### src/rtl/llfifo_pop_sched.sv
// llfifo_pop_sched
//   Occupancy tracker and pop scheduler for the shared-pointer multi-queue
//   linked-list FIFO. Keeps a per-queue entry count from accepted pushes and
//   pops. Offers one pop per cycle to the datapath as a valid/ready command,
//   choosing among non-empty queues round-robin. Push is back-pressured
//   when the shared pointer pool (PTR_N-1 usable entries, pointer 0 is null)
//   is exhausted.
//
//   Optional feature macro: LLFIFO_SCHED_WRR_EN
//     defined   -> weighted round-robin: a granted queue keeps the grant for
//                  up to cfg_weight[id] (0 counts as 1) consecutive accepted
//                  pops while it stays non-empty.
//     undefined -> plain round-robin, no cfg_weight port.
//
// Ports
//   clk, rst            clock, asynchronous active-high reset
//   push_vld/push_id    push request and its target queue
//   push_rdy            push accepted when push_vld & push_rdy (= !full)
//   pop_vld/pop_id      registered pop command, stable until pop_rdy
//   pop_rdy             datapath accepts the pop
//   cfg_weight          (WRR only) 4-bit weight per queue
//   empty               per-queue empty flags, registered
//   full                pool exhausted, registered
//   total               total occupied entries, registered
module llfifo_pop_sched #(
  parameter int ID_N  = 4,
  parameter int PTR_N = 255,
  parameter int CNT_W = $clog2(PTR_N),
  localparam int ID_W = (ID_N > 1) ? $clog2(ID_N) : 1
) (
  input  logic             clk,
  input  logic             rst,
  input  logic             push_vld,
  input  logic [ID_W-1:0]  push_id,
  output logic             push_rdy,
  output logic             pop_vld,
  output logic [ID_W-1:0]  pop_id,
  input  logic             pop_rdy,
`ifdef LLFIFO_SCHED_WRR_EN
  input  logic [ID_N*4-1:0] cfg_weight,
`endif
  output logic [ID_N-1:0]  empty,
  output logic             full,
  output logic [CNT_W-1:0] total
);

  typedef enum logic {IDLE = 1'b0, OFFER = 1'b1} state_t;

  state_t                   state_q, state_d;
  logic [ID_N-1:0][CNT_W-1:0] cnt_q, cnt_nxt;
  logic [CNT_W-1:0]         total_q, total_d;
  logic [ID_N-1:0]          empty_q, empty_d;
  logic                     full_q, full_d;
  logic                     pop_vld_q, pop_vld_d;
  logic [ID_W-1:0]          pop_id_q, pop_id_d;
  logic [ID_W-1:0]          rr_last_q, rr_last_d;
  logic [ID_W-1:0]          arb_base, grant;
  logic                     found, push_acc, pop_acc, stay;
`ifdef LLFIFO_SCHED_WRR_EN
  logic [3:0]               burst_q, burst_d, grant_wt;
`endif

  assign push_rdy = !full_q;
  assign push_acc = push_vld & push_rdy;
  assign pop_acc  = pop_vld_q & pop_rdy;

  // Counts after this edge's push and pop; arbitration and flags use these
  // so that a same-cycle push or pop is already accounted for.
  always_comb begin
    cnt_nxt = cnt_q;
    for (int i = 0; i < ID_N; i++) begin
      if (push_acc && push_id == ID_W'(i))
        cnt_nxt[i] = cnt_nxt[i] + CNT_W'(1);
      if (pop_acc && pop_id_q == ID_W'(i))
        cnt_nxt[i] = cnt_nxt[i] - CNT_W'(1);
    end
    total_d = total_q + CNT_W'(push_acc) - CNT_W'(pop_acc);
    full_d  = (total_d == CNT_W'(PTR_N - 1));
    for (int i = 0; i < ID_N; i++)
      empty_d[i] = (cnt_nxt[i] == '0);
  end

  // Round-robin search starting one past the last granted id. When a pop is
  // being accepted, that id becomes rr_last at this same edge, so search
  // from it instead of the stale rr_last_q.
  always_comb begin
    int idx;
    idx      = 0;
    arb_base = (state_q == OFFER) ? pop_id_q : rr_last_q;
    found    = 1'b0;
    grant    = '0;
    for (int k = 1; k <= ID_N; k++) begin
      idx = int'(arb_base) + k;
      if (idx >= ID_N) idx = idx - ID_N;
      if (!found && cnt_nxt[idx] != '0) begin
        found = 1'b1;
        grant = ID_W'(idx);
      end
    end
  end

`ifdef LLFIFO_SCHED_WRR_EN
  always_comb begin
    grant_wt = cfg_weight[int'(grant)*4 +: 4];
    if (grant_wt == 4'd0) grant_wt = 4'd1;
    // Keep the current queue while its burst has pops left and it still
    // holds entries after this accept.
    stay = (burst_q > 4'd1) && (cnt_nxt[pop_id_q] != '0);
  end
`else
  assign stay = 1'b0;
`endif

  always_comb begin
    state_d   = state_q;
    pop_vld_d = pop_vld_q;
    pop_id_d  = pop_id_q;
    rr_last_d = rr_last_q;
`ifdef LLFIFO_SCHED_WRR_EN
    burst_d   = burst_q;
`endif
    case (state_q)
      IDLE: begin
        if (found) begin
          state_d   = OFFER;
          pop_vld_d = 1'b1;
          pop_id_d  = grant;
`ifdef LLFIFO_SCHED_WRR_EN
          burst_d   = grant_wt;
`endif
        end
      end
      OFFER: begin
        // Without pop_rdy the offer is held unchanged.
        if (pop_rdy) begin
          if (stay) begin
`ifdef LLFIFO_SCHED_WRR_EN
            burst_d = burst_q - 4'd1;
`endif
          end else begin
            rr_last_d = pop_id_q;
            if (found) begin
              pop_id_d = grant;
`ifdef LLFIFO_SCHED_WRR_EN
              burst_d  = grant_wt;
`endif
            end else begin
              state_d   = IDLE;
              pop_vld_d = 1'b0;
            end
          end
        end
      end
      default: begin
        state_d   = IDLE;
        pop_vld_d = 1'b0;
      end
    endcase
  end

  always_ff @(posedge clk or posedge rst) begin
    if (rst) begin
      state_q   <= IDLE;
      cnt_q     <= '0;
      total_q   <= '0;
      empty_q   <= '1;
      full_q    <= 1'b0;
      pop_vld_q <= 1'b0;
      pop_id_q  <= '0;
      rr_last_q <= ID_W'(ID_N - 1);
`ifdef LLFIFO_SCHED_WRR_EN
      burst_q   <= '0;
`endif
    end else begin
      state_q   <= state_d;
      cnt_q     <= cnt_nxt;
      total_q   <= total_d;
      empty_q   <= empty_d;
      full_q    <= full_d;
      pop_vld_q <= pop_vld_d;
      pop_id_q  <= pop_id_d;
      rr_last_q <= rr_last_d;
`ifdef LLFIFO_SCHED_WRR_EN
      burst_q   <= burst_d;
`endif
    end
  end

  assign pop_vld = pop_vld_q;
  assign pop_id  = pop_id_q;
  assign empty   = empty_q;
  assign full    = full_q;
  assign total   = total_q;

endmodule

### config.mk
export PLATFORM = sky130hd
export DESIGN_NAME = llfifo_pop_sched
export DESIGN_NICKNAME = d
export VERILOG_FILES = /design/src/rtl/llfifo_pop_sched.sv
export SDC_FILE = /design/constraint.sdc
export NUM_CORES = 1
export LEC_CHECK = 0
export ABC_CLOCK_PERIOD_IN_PS = 4300
export CORE_ASPECT_RATIO = 1.4
export CORE_UTILIZATION = 55
export DETAILED_ROUTE_END_ITERATION = 8
export MAX_ROUTING_LAYER = met4
export PLACE_DENSITY = 0.74
export SLEW_MARGIN = 20
export SYNTH_ARGS = -nofsm -noshare
export SYNTH_HDL_FRONTEND = slang
export SYNTH_SLANG_ARGS = --single-unit
### constraint.sdc
create_clock -name clk -period 4.3 [get_ports clk]
set_input_delay 0.86 -clock clk [delete_from_list [all_inputs] [get_ports clk]]
set_output_delay 0.86 -clock clk [all_outputs]
set_load 0.02 [all_outputs]
=== Word-level counts from Yosys, hierarchy flattened ===
Index checks and enable logic that the tools add are counted.

* Order comparisons: 8
* $add $sub $neg: 18
* Equal/unequal tests: 10
* Reductions and logical operators: 27
* Bitwise operators: 3
* Multiplexer cells: 43

{| class="wikitable"
|+ Operators by type and width
! kind !! count
|-
| less-than comparator 32 x 4 -> 1 bit (second input constant) || 4
|-
| 2-to-1 mux 32 bit || 4
|-
| 2-to-1 mux 8 bit || 16
|-
| binary-select mux 8 bit (select 2 bit) || 4
|-
| adder 8 x 1 -> 8 bit (second input constant) || 4
|-
| zero test 8 bit || 4
|-
| nonzero test 8 bit || 4
|-
| subtractor 8 x 1 -> 8 bit (second input constant) || 4
|-
| 2-to-1 mux 2 bit || 7
|-
| subtractor 3 x 3 -> 4 bit (second input constant) || 3
|-
| logical AND 1 bit || 11
|-
| greater-or-equal comparator 3 bit (second input constant) || 3
|-
| 2-to-1 mux 1 bit || 9
|-
| adder 8 x 1 -> 8 bit || 1
|-
| == test 2 bit (second input constant) || 4
|-
| == test 8 bit (second input constant) || 1
|-
| subtractor 8 x 1 -> 8 bit || 1
|-
| adder 2 x 2 -> 3 bit (second input constant) || 2
|-
| != test 2 bit (second input constant) || 3
|-
| subtractor 4 x 3 -> 5 bit (second input constant) || 1
|-
| adder 2 x 3 -> 4 bit (second input constant) || 1
|-
| == test 2 x 1 -> 1 bit (second input constant) || 2
|-
| greater-or-equal comparator 4 x 3 -> 1 bit (second input constant) || 1
|-
| zero test 1 bit || 4
|-
| other kinds (8) || 11
|}

* Output and inout bits: 17
* Logic and storage cells: 120
* Input port bits: 6
* Register bits: 51

=== Longest topological paths before layout ===
Gate-level depths: netlist of run 1.

* Depth after elaboration: 23
* Mapped depth: 13

=== Worst setup path after synthesis of run 1 ===
No wires, ideal clock.

* Path kind: input to register
* Start: input push_id[0]
* End: register state_q
* Required time: 4.169 ns
* Library setup time: 0.131 ns
* Slack: 0.905 ns
* Arrival time: 3.263 ns
* Cell stages on the path: 12
* Cells stage by stage: and4bb_1 -> buf_4 -> mux2i_1 -> ha_1 -> nand2_1 -> a21oi_1 -> and3b_1 -> a21oi_1 -> or4_4 -> clkinv_2 -> nand2_1 -> or3_1

* Longest elaborated chain between the ends: 22

{| class="wikitable"
|+ RTL lines
! what !! line !! source
|-
| start, declared || 34 || <nowiki>input logic [ID_W-1:0] push_id,</nowiki>
|-
| == test 2 x 1 -> 1 bit, or another cell as far along || 72 || <nowiki>if (push_acc && push_id == ID_W'(i))</nowiki>
|-
| logical AND 1 bit || 72 ||
|-
| 2-to-1 mux 8 bit || 72 ||
|-
| subtractor 8 x 1 -> 8 bit || 75 || <nowiki>cnt_nxt[i] = cnt_nxt[i] - CNT_W'(1);</nowiki>
|-
| 2-to-1 mux 8 bit || 74 || <nowiki>if (pop_acc && pop_id_q == ID_W'(i))</nowiki>
|-
| binary-select mux 8 bit (select 2 bit) || 95 || <nowiki>if (!found && cnt_nxt[idx] != '0) begin</nowiki>
|-
| 2-to-1 mux 8 bit (not written as such) (2 in a row) || 95 ||
|-
| nonzero test 8 bit || 95 ||
|-
| [... 6 more ...] || - ||
|-
| 2-to-1 mux 1 bit || 95 ||
|-
| zero test 1 bit || 95 ||
|-
| logical AND 1 bit || 95 ||
|-
| 2-to-1 mux 1 bit (*) || 95 ||
|-
| 2-to-1 mux 1 bit (*) || 124, 142 ||
|-
| 2-to-1 mux 1 bit || 135 || <nowiki>if (pop_rdy) begin</nowiki>
|-
| one-hot mux 1 bit (2 select lines) (*) || 122 || <nowiki>case (state_q)</nowiki>
|-
| named net state_d || 49 || <nowiki>state_t state_q, state_d;</nowiki>
|-
| end signal, assigned || 175 || <nowiki>state_q <= state_d;</nowiki>
|-
| end, declared || 49 ||
|}

Mark *: on every way through the listed nets, which the timed path passes. The rest lies on a longest branch. The select of a mux whose other input is x is not followed.
A chain may end at the register's enable or synchronous reset.

=== Final worst setup path of run 1 ===
* Start: input push_id[1]
* End: register state_q

The elaborated chain is that of the path after synthesis.

==> results of run 1 <==
## placed cells by master, fill, tap and decap left out, types with 5 or more instances in the layout
cell / netlist / final
clkdlybuf4s50_1: 0 / 22
nor3_1: 12 / 12
nor4_1: 5 / 5
o21ai_0: 10 / 10
nand3_1: 14 / 14
inv_1: 17 / 16
clkbuf_8: 0 / 5
mux2i_1: 7 / 7
ha_1: 16 / 16
and2_1: 8 / 8
xnor2_1: 42 / 42
nand4_1: 8 / 8
o211ai_1: 5 / 5
nand2b_1: 7 / 7
nor2_1: 25 / 25
dfrtp_1: 45 / 45
mux2_2: 5 / 5
or3_1: 5 / 5
and3_1: 9 / 9
xor2_1: 32 / 32
a21oi_1: 16 / 16
dfstp_2: 6 / 6
nand2_1: 33 / 33
buf_4: 3 / 8
## worst max-delay path by stage
stage	depth (start not counted)	slack, ps	endpoint
after floorplan	12	910	state_q$_DFF_PP0_
after global placement	10	170	state_q$_DFF_PP0_
after detailed placement	10	50	state_q$_DFF_PP0_
after CTS	10	390	state_q$_DFF_PP0_
after global routing	11	200	pop_id[0]$_DFFE_PP0P_
final	10	370	state_q$_DFF_PP0_
## critical path, stage by stage
cell and delay (ps):
clkdlybuf4s50_1 620, and4b_1 380, xnor2_1 200, ha_1 210, xor3_1 390, o21ai_0 160, or4b_1 440, and4bb_1 410
nand2_1 110, or3_1 350
## cells by family (layout without fill, tap and decap cells)
logic type | Yosys count | count (layout) | share of synthesized area
buffers and inverters | 38 | 55 | 0.0441
muxes | 12 | 12 | 0.0316
adders and majority gates | 17 | 17 | 0.0551
and+or+nand+nor | 162 | 162 | 0.249
AOI/OAI and AO/OA | 71 | 71 | 0.121
xor gates and xnor gates | 77 | 77 | 0.178
DFF | 51 | 51 | 0.321
## power by group through the flow
stage	Combinational [W]	Clock, W	Sequential [W]
3_5_place_dp	0.00180	0	0.00107
2_1_floorplan	0.00145	0	0.000972
3_3_place_gp	0.00174	0	0.00106
4_1_cts	0.00181	0.000342	0.00106
6_report	0.00180	0.000337	0.00107
5_1_grt	0.00202	0.000361	0.00112
## final cells by class
type / instances / area [µm²]
fill: 592 / 2590
inverter: 18 / 68.8
tap: 95 / 119
sequential: 51 / 1280
timing repair buffer: 30 / 280
multi-input combinational: 339 / 2540
clock buffer: 6 / 72.6
clock inverter: 1 / 30.0
## synth_stat cells (all sizes together), types with 3 or more instances
| cell | n | area [µm²] |
|---|---|---|
| a211oi | 5 | 42.5 |
| and3 | 9 | 56.3 |
| clkbuf | 9 | 33.8 |
| o21ai | 13 | 65.1 |
| nand4b | 4 | 56.3 |
| nand2 | 33 | 124 |
| dfrtp | 45 | 1130 |
| o211ai | 5 | 37.5 |
| nor3 | 13 | 70.1 |
| dfstp | 6 | 158 |
| inv | 17 | 63.8 |
| buf | 11 | 73.8 |
| and4b | 3 | 30.0 |
| mux2i | 7 | 70.1 |
| and2 | 8 | 50.1 |
| nand2b | 7 | 43.8 |
| a31oi | 3 | 18.8 |
| a41oi | 3 | 26.3 |
| nand4 | 8 | 50.1 |
| o21bai | 3 | 22.5 |
| nand3 | 14 | 70.1 |
| and4bb | 4 | 50.1 |
| nor4 | 6 | 52.6 |
| nor2 | 25 | 93.8 |
| or3 | 5 | 31.3 |
| xnor2 | 43 | 384 |
| o22ai | 3 | 18.8 |
| nor4b | 5 | 65.1 |
| a21oi | 16 | 80.1 |
| ha | 16 | 200 |
| or2 | 3 | 18.8 |
| xor2 | 32 | 280 |
| and4 | 3 | 28.8 |
| mux2 | 5 | 56.3 |
## per-stage QoR
stage / cells / instance area [µm²] / hold WS (ps) / setup WS [ps]
floorplan: 428 / 4000 / 463 / 905
global placement: 533 / 4290 / 479 / 174
detailed placement: 533 / 4290 / 492 / 54.8
CTS: 540 / 4390 / 509 / 393
global route: 540 / 4390 / 548 / 198
finish: 540 / 4390 / 509 / 372
## routing by layer
metal,vias to the layer above,GRT usage,wire [µm]
met5,-,-,0
met4,0,0.0784,130
met3,14,0.0323,220
met2,62,0.450,4480
met1,1542,0.291,3520
li1,1564,-,-
## sequential cells by signal, summed over array words and instances (netlist names)
register and cells:
cnt_q 32, full 1, state_q 1, pop_id 2
pop_vld 1, total 8, empty 4, rr_last_q 2
==> metrics.cfg, run 1 <==
[logic_synthesis]
ys_ff_latch=51
syn_area_um2=4000
yosys_warnings=0
avgSynthCellArea_um2=9.34
syn_inst=428
synth_flop_cell=dfrtp_1
synth_cell_types=77
syn-num-nets=451
synth_edf_count=0
ys_seq_area_frac=0.321
ys_async_sr_fraction=1.00

[final_layout]
antenna_cells=0
drive_gt1_frac=0.0966
fin_nets=468
final_util=0.629
area_delta_synth_final_pct=9.86

[worst_setup_path]
reg2reg_depth=9
criticalPathCategory=input port to flip-flop
cp.arrival_ps=4120
r2r_start=full$_DFF_PP0_
end_kind=flip-flop
reg2reg_slack_ps=1030
cp.required_ps=4500
reg2reg_to=state_q$_DFF_PP0_
critPathLaunch=push_id[1]
cp-start-kind=input port
cp_max_fo=7

[global_route]
antenna_found_initial=0
grt_usage=0.253
grt_first_pass_wirelength_um=14600
first_global_vias=3195
overflow=0
grt_max_degree=42

[cts]
htree_num_levels=2
clk_path_buf_depth=2
cts-root-buf=clkbuf_8
cts_made_buffers=5
cts_tree=done
clkTransAtPathRegs_ps=100
cts-resized-gates=0
cts.sinks=51
worstSkewPairLatency_ps=310
hold_buffers=0
cts_setup_buffers=0

[min_path]
min-delay-start=cnt_q[31]$_DFF_PP0_
hp-class=flip-flop to flip-flop
min_to=cnt_q[31]$_DFF_PP0_
holdPathStages=1

[floorplanning]
die_width_um=74.1
die_area_um2=7620
initial_utilization=0.573
rows=36
ios=23
core-area_um2=6980
die_h_um=103

[power]
p_switching_w=0.00146
power.density_nw_per_um2=731
p_total_w=0.00321
p_seq_frac=0.334
ir_worst_vdd_v=0.000488
p_int_w=0.00175
power_frac_comb=0.562
leakage_nw=1.75
p_sw_frac=0.454
power.share.clock=0.105

[sta]
hold_viol=0
setup_tns_ps=0
finalCritPeriodShare=0.913
finalSetupViolCount=0
slew_headroom=0.430
fin_skew_ps=8.91
fin_crit_ps=3930
finalMaxSlewViolations=0
max_freq_mhz=255
worstMarginPinSlew_ps=854
grt_setup_unrepaired=false

[route]
first_iter_violations=110
via_per_inst=5.89
ant_nets=0
drc=0
wl_um=8340
firstDrtPassIters=4
vias=3182
wl_per_cell_um=15.5

[place]
dpl.hpwl_um=6210
place.gp.congestion=0.894
port_buffers=22

[job]
maxCapViolCount=0

[run_status]
status=finished, final reports clean

(Power assumes the default switching activity.)
==> run 2, diff against run 1 <==
--- a/config.mk
+++ b/config.mk
@@ -9,8 +9,9 @@
 export CORE_ASPECT_RATIO = 1.4
 export CORE_UTILIZATION = 55
 export DETAILED_ROUTE_END_ITERATION = 8
+export GPL_ROUTABILITY_DRIVEN = 0
 export MAX_ROUTING_LAYER = met4
-export PLACE_DENSITY = 0.74
+export PLACE_DENSITY_LB_ADDON = 0.2
 export SLEW_MARGIN = 20
 export SYNTH_ARGS = -nofsm -noshare
 export SYNTH_HDL_FRONTEND = slang
==> metrics.cfg, run 2 (synthesis results as in run 1) <==
[floorplanning]
die_width_um=74.1  ; unchanged
rows=36  ; unchanged
initial_utilization=0.573  ; unchanged
core-area_um2=6980  ; unchanged
ios=23  ; unchanged
die_h_um=103  ; unchanged
die_area_um2=7620  ; unchanged

[worst_setup_path]
cp-start-kind=input port
criticalPathCategory=input port to flip-flop
r2r_start=cnt_q[16]$_DFF_PP0_
cp.required_ps=4500  ; about the same
cp_max_fo=7  ; unchanged
reg2reg_to=state_q$_DFF_PP0_
end_kind=flip-flop
reg2reg_slack_ps=990  ; -40 ps
reg2reg_depth=10  ; +1
cp.arrival_ps=4090  ; -30 ps

[run_status]
status=finished, final reports clean

[min_path]
min_to=cnt_q[31]$_DFF_PP0_
min-delay-start=cnt_q[31]$_DFF_PP0_
holdPathStages=1  ; unchanged
hp-class=flip-flop to flip-flop

[route]
wl_per_cell_um=15.4  ; about the same
ant_nets=0  ; unchanged
drc=0  ; unchanged
first_iter_violations=182  ; +65%
vias=3153  ; -0.91%
firstDrtPassIters=4  ; unchanged
wl_um=8340  ; about the same
via_per_inst=5.84  ; -0.91%

[global_route]
antenna_found_initial=0  ; unchanged
first_global_vias=3090  ; -3.3%
grt_max_degree=32  ; -24%
grt_first_pass_wirelength_um=14400  ; -1.4%
grt_usage=0.251  ; -0.00211
overflow=0  ; unchanged

[sta]
worstMarginPinSlew_ps=643  ; -212 ps
fin_crit_ps=3890  ; -35.2 ps
hold_viol=0  ; unchanged
finalMaxSlewViolations=0  ; unchanged
setup_tns_ps=0  ; unchanged
slew_headroom=0.571  ; +0.141
fin_skew_ps=15.4  ; +6.49 ps
max_freq_mhz=257  ; +0.90%
finalCritPeriodShare=0.905  ; -0.00818
grt_setup_unrepaired=false
finalSetupViolCount=0  ; unchanged

[cts]
clkTransAtPathRegs_ps=90  ; about the same
cts_setup_buffers=0  ; unchanged
worstSkewPairLatency_ps=320  ; about the same
hold_buffers=0  ; unchanged
cts.sinks=51  ; unchanged
clk_path_buf_depth=2  ; unchanged
cts-resized-gates=0  ; unchanged
cts-root-buf=clkbuf_8
cts_made_buffers=5  ; unchanged
cts_tree=done
htree_num_levels=2  ; unchanged

[power]
p_sw_frac=0.463  ; +0.00917
p_int_w=0.00169  ; -3.3%
ir_worst_vdd_v=0.000467  ; -4.1%
power.density_nw_per_um2=723  ; -1.1%
power.share.clock=0.091  ; -0.014
p_switching_w=0.00146  ; +0.29%
leakage_nw=1.74  ; -0.82%
p_seq_frac=0.338  ; +0.004
power_frac_comb=0.571  ; +0.009

[job]
maxCapViolCount=0  ; unchanged

[final_layout]
antenna_cells=0  ; unchanged
largest_reg_flops=32  ; unchanged
fin_nets=467  ; -0.21%
layout_common_cells=45 x dfrtp_1, 42 x xnor2_1, 33 x nand2_1
drive_gt1_frac=0.0966  ; unchanged
multiInputGateArea_um2=2540  ; unchanged
area_delta_synth_final_pct=9.23
final_util=0.626  ; -0.00358
num-fill-cells=578  ; -2.4%
layout_commonest_cell=dfrtp_1
regMostFlops=cnt_q
regArea_um2=1280  ; unchanged

[place]
port_buffers=22  ; unchanged
dpl.hpwl_um=6330  ; +1.9%

-- run 2: cell types whose count changed in the layout (fill, tap and decap cells not counted), sizes merged --
cell and delta:
buf -1, bufinv -1, clkinv +1, clkinvlp +1
-- run 2: through the flow --
step / hold slack, ps / setup slack [ps] / cell area, µm² / std cells / power, W
2_1_floorplan: 463 / 905 / 4000 / 428 / 0.00242
3_3_place_gp: 479 / 201 / 4280 / 532 / 0.00281
3_5_place_dp: 485 / 94.6 / 4280 / 532 / 0.00287
4_1_cts: 507 / 437 / 4370 / 540 / 0.00317
5_1_grt: 538 / 180 / 4370 / 540 / 0.00344
6_report: 506 / 407 / 4370 / 540 / 0.00316
-- run 2: cell type report --
class | count | area share
inverter | 18 | 0.0158
sequential | 51 | 0.294
multi-input combinational | 339 | 0.581
timing repair buffer | 29 | 0.0624
tap | 95 | 0.0272
clock buffer | 6 | 0.0166
clock inverter | 2 | 0.00286
-- run 2: worst max-delay path by stage --
| stage | from | cells after the start | endpoint | slack (ps) |
|---|---|---|---|---|
| finish | push_id[0] | 10 | state_q$_DFF_PP0_ | 410 |
| global route | push_id[0] | 11 | state_q$_DFF_PP0_ | 180 |
| CTS | push_id[1] | 10 | state_q$_DFF_PP0_ | 440 |
| detailed placement | push_id[1] | 10 | state_q$_DFF_PP0_ | 90 |
| global placement | push_id[0] | 11 | state_q$_DFF_PP0_ | 200 |
| floorplan | push_id[0] | 12 | state_q$_DFF_PP0_ | 910 |
-- run 2: worst max-delay path, cell delays in order --
cell,delay (ps)
clkdlybuf4s50_1,610
and4b_1,380
xnor2_1,200
ha_1,210
xor3_1,400
o21ai_0,140
or4b_1,430
and4bb_1,410
nand2_1,110
or3_1,350
-- run 2: power groups by stage --
stage	logic (W)	registers [W]	clock network, W
floorplan	0.00145	0.000972	0
global placement	0.00175	0.00107	0
detailed placement	0.00180	0.00107	0
CTS	0.00181	0.00107	0.000298
global route	0.00200	0.00112	0.000317
finish	0.00180	0.00107	0.000286
-- run 2: layer usage --
layer / routed length, µm / part of all wire / vias up / GRT usage
met1: 3470 / 0.42 / 1503 / 0.284
li1: - / - / 1568 / -
met3: 272 / 0.033 / 21 / 0.0420
met5: 0 / 0 / - / -
met2: 4340 / 0.52 / 61 / 0.432
met4: 246 / 0.030 / 0 / 0.102
